[config.mk]
export PLATFORM = sky130hd
export DESIGN_NAME = spi_master_if
export DESIGN_NICKNAME = d
export VERILOG_FILES = /design/src/rtl/spi_pkg.sv /design/src/rtl/spi_shift_reg.sv /design/src/rtl/spi_master_if.sv
export SDC_FILE = /design/constraint.sdc
export NUM_CORES = 1
export LEC_CHECK = 0
export BUFFER_PORTS_ARGS = -buffer_cell sky130_fd_sc_hd__buf_2
export CAP_MARGIN = 20
export CORE_MARGIN = 4
export CORE_UTILIZATION = 40
export DETAILED_ROUTE_END_ITERATION = 12
export GPL_TIMING_DRIVEN = 0
export PLACE_DENSITY = 0.56
export SLEW_MARGIN = 40
export SYNTH_ARGS = -nofsm -noshare
export SYNTH_HDL_FRONTEND = slang
export SYNTH_HIERARCHICAL = 1
export SYNTH_SLANG_ARGS = --single-unit
[constraint.sdc]
create_clock -name clk -period 2.96 [get_ports clk]
set_input_delay 0.148 -clock clk [delete_from_list [all_inputs] [get_ports clk]]
set_output_delay 0.148 -clock clk [all_outputs]
set_load 0.03 [all_outputs]
[src/rtl/spi_pkg.sv]
// Shared types and defaults for the SPI initiator: FSM states, command opcodes, widths.
package spi_pkg;

    localparam int WORD_W_DEF     = 10;
    localparam int RD_W_DEF       = 8;
    localparam int GAP_CYCLES_DEF = 2;
    localparam int CNT_W          = 4;

    typedef enum logic [2:0] {
        ST_IDLE,
        ST_START,
        ST_CMD,
        ST_SHIFT,
        ST_TURN,
        ST_READ,
        ST_DONE,
        ST_GAP
    } state_e;

    typedef enum logic [1:0] {
        OP_WR_ADDR = 2'b00,
        OP_WR_DATA = 2'b01,
        OP_RD_ADDR = 2'b10,
        OP_RD_DATA = 2'b11
    } op_e;

endpackage

[src/rtl/spi_shift_reg.sv]
// Parallel-load MSB-first shift register; ser_o is the current MSB, shf_o the value after one shift.
// Load wins over shift; state changes only when load_i or shift_i is high.
module spi_shift_reg #(
    parameter int W = 8
) (
    input  logic         clk,
    input  logic         rst_n,
    input  logic         load_i,
    input  logic [W-1:0] load_dat_i,
    input  logic         shift_i,
    input  logic         ser_i,
    output logic         ser_o,
    output logic [W-1:0] shf_o
);

    logic [W-1:0] sr_q, sr_d;

    assign ser_o = sr_q[W-1];
    assign shf_o = {sr_q[W-2:0], ser_i};

    always_comb begin
        sr_d = sr_q;
        if (load_i) begin
            sr_d = load_dat_i;
        end else if (shift_i) begin
            sr_d = shf_o;
        end
    end

    always_ff @(posedge clk or negedge rst_n) begin
        if (!rst_n) begin
            sr_q <= '0;
        end else begin
            sr_q <= sr_d;
        end
    end

endmodule

[src/rtl/spi_master_if.sv]
// SPI initiator: frames a 10b command on SS_n/MOSI (12 low cycles, 21 with an 8b MISO read), one command at a time.
// cmd_ready only in IDLE; all other outputs registered. SPI_MASTER_GAP_EN adds a GAP state holding SS_n high after DONE.
module spi_master_if
    import spi_pkg::*;
#(
    parameter int WORD_W = WORD_W_DEF,
    parameter int RD_W   = RD_W_DEF
`ifdef SPI_MASTER_GAP_EN
    , parameter int GAP_CYCLES = GAP_CYCLES_DEF
`endif
) (
    input  logic              clk,
    input  logic              rst_n,
    input  logic              cmd_valid,
    output logic              cmd_ready,
    input  logic [WORD_W-1:0] cmd_data,
    output logic              rsp_valid,
    output logic [RD_W-1:0]   rsp_data,
    output logic              done,
    output logic              busy,
    output logic              SS_n,
    output logic              MOSI,
    input  logic              MISO
);

    state_e             state_q, state_d;
    op_e                op_q, op_d;
    logic [CNT_W-1:0]   cnt_q, cnt_d;
    logic [RD_W-1:0]    rsp_data_q, rsp_data_d;
    logic               ss_n_q, mosi_q, done_q, busy_q, rsp_valid_q;
    logic               ss_n_d, mosi_d;

    logic               tx_load, tx_shift, tx_ser;
    logic [WORD_W-1:0]  tx_shf_unused;
    logic               rx_shift, rx_ser_unused;
    logic [RD_W-1:0]    rx_shf;

    spi_shift_reg #(.W(WORD_W)) u_tx_sr (
        .clk        (clk),
        .rst_n      (rst_n),
        .load_i     (tx_load),
        .load_dat_i (cmd_data),
        .shift_i    (tx_shift),
        .ser_i      (1'b0),
        .ser_o      (tx_ser),
        .shf_o      (tx_shf_unused)
    );

    spi_shift_reg #(.W(RD_W)) u_rx_sr (
        .clk        (clk),
        .rst_n      (rst_n),
        .load_i     (tx_load),
        .load_dat_i ('0),
        .shift_i    (rx_shift),
        .ser_i      (MISO),
        .ser_o      (rx_ser_unused),
        .shf_o      (rx_shf)
    );

    always_comb begin
        state_d    = state_q;
        op_d       = op_q;
        cnt_d      = cnt_q;
        rsp_data_d = rsp_data_q;
        tx_load    = 1'b0;
        rx_shift   = 1'b0;
        case (state_q)
            ST_IDLE: begin
                if (cmd_valid) begin
                    tx_load = 1'b1;
                    op_d    = op_e'(cmd_data[WORD_W-1 -: 2]);
                    state_d = ST_START;
                end
            end
            ST_START: state_d = ST_CMD;
            ST_CMD: begin
                state_d = ST_SHIFT;
                cnt_d   = CNT_W'(WORD_W - 1);
            end
            ST_SHIFT: begin
                if (cnt_q == '0) begin
                    state_d = (op_q == OP_RD_DATA) ? ST_TURN : ST_DONE;
                end else begin
                    cnt_d = cnt_q - 1'b1;
                end
            end
            ST_TURN: begin
                state_d = ST_READ;
                cnt_d   = CNT_W'(RD_W - 1);
            end
            ST_READ: begin
                // Sample on the edge that closes each READ cycle; the last sample lands straight in rsp_data.
                rx_shift = 1'b1;
                if (cnt_q == '0) begin
                    state_d    = ST_DONE;
                    rsp_data_d = rx_shf;
                end else begin
                    cnt_d = cnt_q - 1'b1;
                end
            end
`ifdef SPI_MASTER_GAP_EN
            ST_DONE: begin
                state_d = ST_GAP;
                cnt_d   = CNT_W'(GAP_CYCLES - 1);
            end
            ST_GAP: begin
                if (cnt_q == '0) begin
                    state_d = ST_IDLE;
                end else begin
                    cnt_d = cnt_q - 1'b1;
                end
            end
`else
            ST_DONE: state_d = ST_IDLE;
`endif
            default: state_d = ST_IDLE;
        endcase
    end

    // Outputs are registered from the next state so they line up with the state they describe.
    always_comb begin
        tx_shift = (state_d == ST_SHIFT);
        ss_n_d   = !(state_d inside {ST_START, ST_CMD, ST_SHIFT, ST_TURN, ST_READ});
        mosi_d   = (state_d == ST_CMD || state_d == ST_SHIFT) ? tx_ser : 1'b0;
    end

    always_ff @(posedge clk or negedge rst_n) begin
        if (!rst_n) begin
            state_q     <= ST_IDLE;
            op_q        <= OP_WR_ADDR;
            cnt_q       <= '0;
            rsp_data_q  <= '0;
            ss_n_q      <= 1'b1;
            mosi_q      <= 1'b0;
            done_q      <= 1'b0;
            busy_q      <= 1'b0;
            rsp_valid_q <= 1'b0;
        end else begin
            state_q     <= state_d;
            op_q        <= op_d;
            cnt_q       <= cnt_d;
            rsp_data_q  <= rsp_data_d;
            ss_n_q      <= ss_n_d;
            mosi_q      <= mosi_d;
            done_q      <= (state_d == ST_DONE);
            busy_q      <= (state_d != ST_IDLE);
            rsp_valid_q <= (state_d == ST_DONE) && (op_q == OP_RD_DATA);
        end
    end

    assign cmd_ready = (state_q == ST_IDLE);
    assign rsp_valid = rsp_valid_q;
    assign rsp_data  = rsp_data_q;
    assign done      = done_q;
    assign busy      = busy_q;
    assign SS_n      = ss_n_q;
    assign MOSI      = mosi_q;

endmodule

==> results of run 1 <==
## sequential cells by signal, indices dropped and copies added, names as in the netlist, 2 cells and up
register	cells
state_q	3
u_rx_sr/sr_q	7
rsp_data	8
u_tx_sr/sr_q	10
op_q	2
cnt_q	4
## metrics by stage
step	utilization	setup slack (ns)
CTS	0.504	1.13
global route	0.504	1.03
floorplan	-	0.871
detailed placement	0.477	1.14
finish	0.504	1.14
global placement	0.476	1.19
## metal layers
layer	part of all wire	track usage	vias to the layer above
li1	-	-	672
met1	0.47	0.163	664
met2	0.47	0.219	33
met3	0.044	0.0386	8
met4	0.015	0.0480	0
met5	0	0	-
## power by group through the flow
stage,clock [W],sequential (W),combinational (W)
2_1_floorplan,0,0.000930,0.000709
3_3_place_gp,0,0.000892,0.000913
3_5_place_dp,0,0.000903,0.000951
4_1_cts,0.000452,0.000893,0.000956
5_1_grt,0.000475,0.000923,0.00106
6_report,0.000437,0.000892,0.000948
## cell type report
type / instances / area share
buffer: 12 / 0.0400
clock buffer: 5 / 0.0305
clock inverter: 3 / 0.0194
inverter: 3 / 0.00499
multi-input combinational: 122 / 0.377
sequential: 39 / 0.433
tap: 52 / 0.0289
timing repair buffer: 28 / 0.0655
## final timing paths
check | start | endpoint | slack [ns] | depth (start not counted)
min | cmd_data[0] | u_tx_sr/sr_q[0] | 0.07 | 3
min in group asynchronous | rst_n | busy | 0.36 | 2
max reg2reg | cnt_q[0] | rsp_data[4] | 1.14 | 6
max in group asynchronous | rst_n | op_q[1] | 2.24 | 2
max | cnt_q[0] | rsp_data[4] | 1.14 | 6
min reg2reg | op_q[1] | op_q[1] | 0.49 | 1
## tightest hold or removal path, delay by kind of cell
| kind | cells | cell delay (ns) |
|---|---|---|
| buf+inv | 1 | 0.07 |
| simple gates | 1 | 0.06 |
| compound gates | 1 | 0.05 |
==> flow_summary.toml, run 1 <==
[final_layout]
layout-drive-gt1-share = 0.278
design_area_um2 = 2250
fin_cells = 264
syn_to_final_growth_pct = 18.5
final_cell_mix = "dfrtp_1 (38), buf_2 (29), nand2_1 (21)"
num-fill-cells = 411
multi_input_area_um2 = 851
seq_area_um2 = 977
layout_commonest_cell = "dfrtp_1"
nets = 227
antenna_cells = 0

[sta]
grt_setup_unrepaired = "false"
whs_ns = 0.0744
finalSetupViolCount = 0
finalHoldViolCount = 0
fin_crit_sh = 0.615
min_period_ns = 1.82
max_freq_mhz = 549
finClkSkew_ns = 0.00872
fin_setup_tns_ns = 0
drv_slew = 0

[setup_path]
setup.worst_path.start_class = "flip-flop"
path_max_fanout = 9
crit_chain = "inv_1 > ha_1 > nor3b_4 > and3_1 > buf_6 > mux2_4"
cp.required_ns = 3.14
end_kind = "flip-flop"
crit_family = "simple AND/OR/NAND/NOR gates"
crit_type = "reg2reg"
max_stage_delay_ns = 0.42
cp_data_arrival_time_ns = 2.00
critPathBufInv = 2
slowest_stage = "dfrtp_1"

[power_and_ir_drop]
intPower_w = 0.00144
p_sw_w = 0.000835
p_clk_frac = 0.192
finalPower_w = 0.00228
power_density_nw_per_um2 = 1010
power_frac_seq = 0.392
combPwrFrac = 0.416
p_leak_nw = 1.08
vdd_ir_drop_max_v = 0.000451
p_sw_frac = 0.367

[clock_tree]
cts.clk_slew.worst_paths_ns = 0.08
cts_resized = 0
cts_buffer_depth = 2
h-tree-depth = 2
cts_tree = "yes"
cts_buffers = 5
clock_latency_ns = 0.29
post_cts_buffers = 0
cts_sinks = 39
ctsHoldBuffers = 1
cts-root-buf = "clkbuf_8"

[floorplanning]
die_h_um = 77.0
core_um2 = 4470
io_pins = 28
num_rows = 24
initial_core_util = 0.425
die-area_um2 = 5930
die_x_um = 77.0

[drt]
drc = 0
wl_per_cell_um = 13.9
drt_iter0_markers = 77
vias = 1377
vias_per_cell = 5.22
drtPass1Iterations = 4
antenna_left = 0
routed_wl_um = 3670

[global_routing]
grt_max_degree = 40
grt_overflow = 0
grt_pass1_wl_um = 6330
grt_pass1_vias = 1427
grt_usage = 0.132
antenna_found_initial = 0

[min_path]
hold_path.class = "in2reg"

[logic_synthesis]
yosysWarnings = 6
syn_avg_cell_area_um2 = 11.3
syn_area_um2 = 1900
synthCells = 169

[place]
dp.cells = 255
place_area_um2 = 2130
gp_congestion = 0.830
post-dp-hpwl_um = 2630
io_buffer_count = 27

[flow_run]
cap_violations = 0

[run_status]
status = "completed"
Power figures use the tool's default switching activity.
==> run 2: changes to the inputs <==
clock period = 1.7 ns   (was 2.96 ns; I/O delays follow)
==> flow_summary.toml, run 2 (synthesized netlist as in run 1, its figures left out) <==
[global_routing]
grt_overflow = 0
grt_use_met3 = 0.0457
antenna_found_initial = 0
grt_pass1_wl_um = 6730
globalRouteMet1Util = 0.177
grt-busiest-layer = "met2"
grt_pass1_vias = 1436
grt_usage = 0.145
grt_max_degree = 40
met2_usage = 0.246

[drt]
drt_iter0_markers = 45
vias = 1392
antenna_left = 0
drtPass1Iterations = 4
vias_per_cell = 5.14
routed_wl_um = 3940
wl_per_cell_um = 14.5
drc = 0

[floorplanning]
core_um2 = 4470
die_h_um = 77.0
die-area_um2 = 5930
die_x_um = 77.0
io_pins = 28
initial_core_util = 0.425
num_rows = 24

[final_layout]
num-fill-cells = 400
fin_cells = 271
layout-drive-gt1-share = 0.324
finish.utilization = 0.521
final_cell_mix = "dfrtp_1 (38), buf_2 (29), nand2_1 (21)"
largest_reg_flops = 10
antenna_cells = 0
syn_to_final_growth_pct = 22.6
nets = 234
layout_commonest_cell = "dfrtp_1"
largest_register = "u_tx_sr/sr_q"

[place]
post-dp-hpwl_um = 2700
place_ws_ns = -0.0942
gp_congestion = 0.748
io_buffer_count = 27
dp.cells = 255

[min_path]
min_to = "u_tx_sr/sr_q[3]"
hold_path.class = "in2reg"
hp-start = "cmd_data[3]"
min_path_cells = 3

[sta]
tightestPinTransition_ns = 0.504
finClkSkew_ns = 0.00348
min_period_ns = 1.66
finalHoldViolCount = 0
finalSetupViolCount = 0
grt_setup_unrepaired = "true"
max_freq_mhz = 604
fin_crit_sh = 0.974
drv_slew = 0
slew_headroom = 0.664
setup_ws_ns = 0.0437
whs_ns = 0.00879

[power_and_ir_drop]
power_density_nw_per_um2 = 1720
p_leak_nw = 1.11
finalPower_w = 0.00402
vdd_ir_drop_max_v = 0.000798

[clock_tree]
cts_tree = "yes"
cts_buffers = 5
cts_sinks = 39
cts.clk_slew.worst_paths_ns = 0.07
cts_buffer_depth = 2
clock_latency_ns = 0.28
h-tree-depth = 2
cts-root-buf = "clkbuf_8"

[setup_path]
cp.required_ns = 1.87
crit_type = "reg2reg"
cp_data_arrival_time_ns = 1.83
timing.critical_path.from = "cnt_q[0]"
r2r_cells = 6
worst-r2r-setup-slack_ns = 0.04
r2r_end = "rsp_data[1]"
path_max_fanout = 5
setup.worst_path.start_class = "flip-flop"
end_kind = "flip-flop"
reg2reg_from = "cnt_q[0]"

[flow_run]
cap_violations = 0

[run_status]
status = "completed"
-- run 2: power by group --
group / switching [W] / internal, W / total, W
registers: 0.000248 / 0.00131 / 0.00156
logic: 0.000940 / 0.000841 / 0.00178
clock network: 0.000309 / 0.000370 / 0.000680
-- run 2: area by class of cell --
cell class	count	area (um2)	area share
sequential	39	977	0.419
multi-input combinational	122	881	0.378
timing repair buffer	35	206	0.0885
clock buffer	8	100	0.0429
buffer	12	91.3	0.0392
tap	52	65.1	0.0279
inverter	3	11.3	0.00483
-- run 2: worst max-delay path by stage --
stage | end | slack [ns] | depth (start not counted)
after floorplan | op_q[0] | 0.03 | 4
after global placement | rsp_data[3] | -0.06 | 6
after detailed placement | rsp_data[1] | -0.09 | 6
after CTS | u_rx_sr/sr_q[5] | 0.002 | 6
after global routing | u_tx_sr/sr_q[8] | -0.01 | 6
final | rsp_data[1] | 0.04 | 6
-- run 2: per-stage QoR --
stage | setup TNS [ns] | instance area [um2]
5_1_grt | -0.0325 | 2330
4_1_cts | 0 | 2300
3_5_place_dp | -0.726 | 2140
2_1_floorplan | 0 | 1940
6_report | 0 | 2330
3_3_place_gp | -0.473 | 2140
-- run 2: routing by layer --
metal  vias to the layer above  routed length [um]
met5                         -                   0
met4                         0                  28
met3                         4                 158
met2                        28                2020
met1                       674                1740
li1                        686                   -
-- run 2: worst max-delay path, cell delays in order (launching register included) --
cell and delay [ns]:
dfrtp_1 0.39, inv_2 0.09, ha_4 0.14, nor3b_4 0.24, and3_4 0.24, buf_6 0.14, mux2_4 0.30
-- run 2: repair_timing --
action	4_1_cts	5_1_grt
setup endpoints to repair	9	25
setup buffers	4	1
gates cloned	1	0
hold buffers	1	1
endpoints found under the hold margin	38	1
gates resized for setup	4	6
pin swaps	0	1
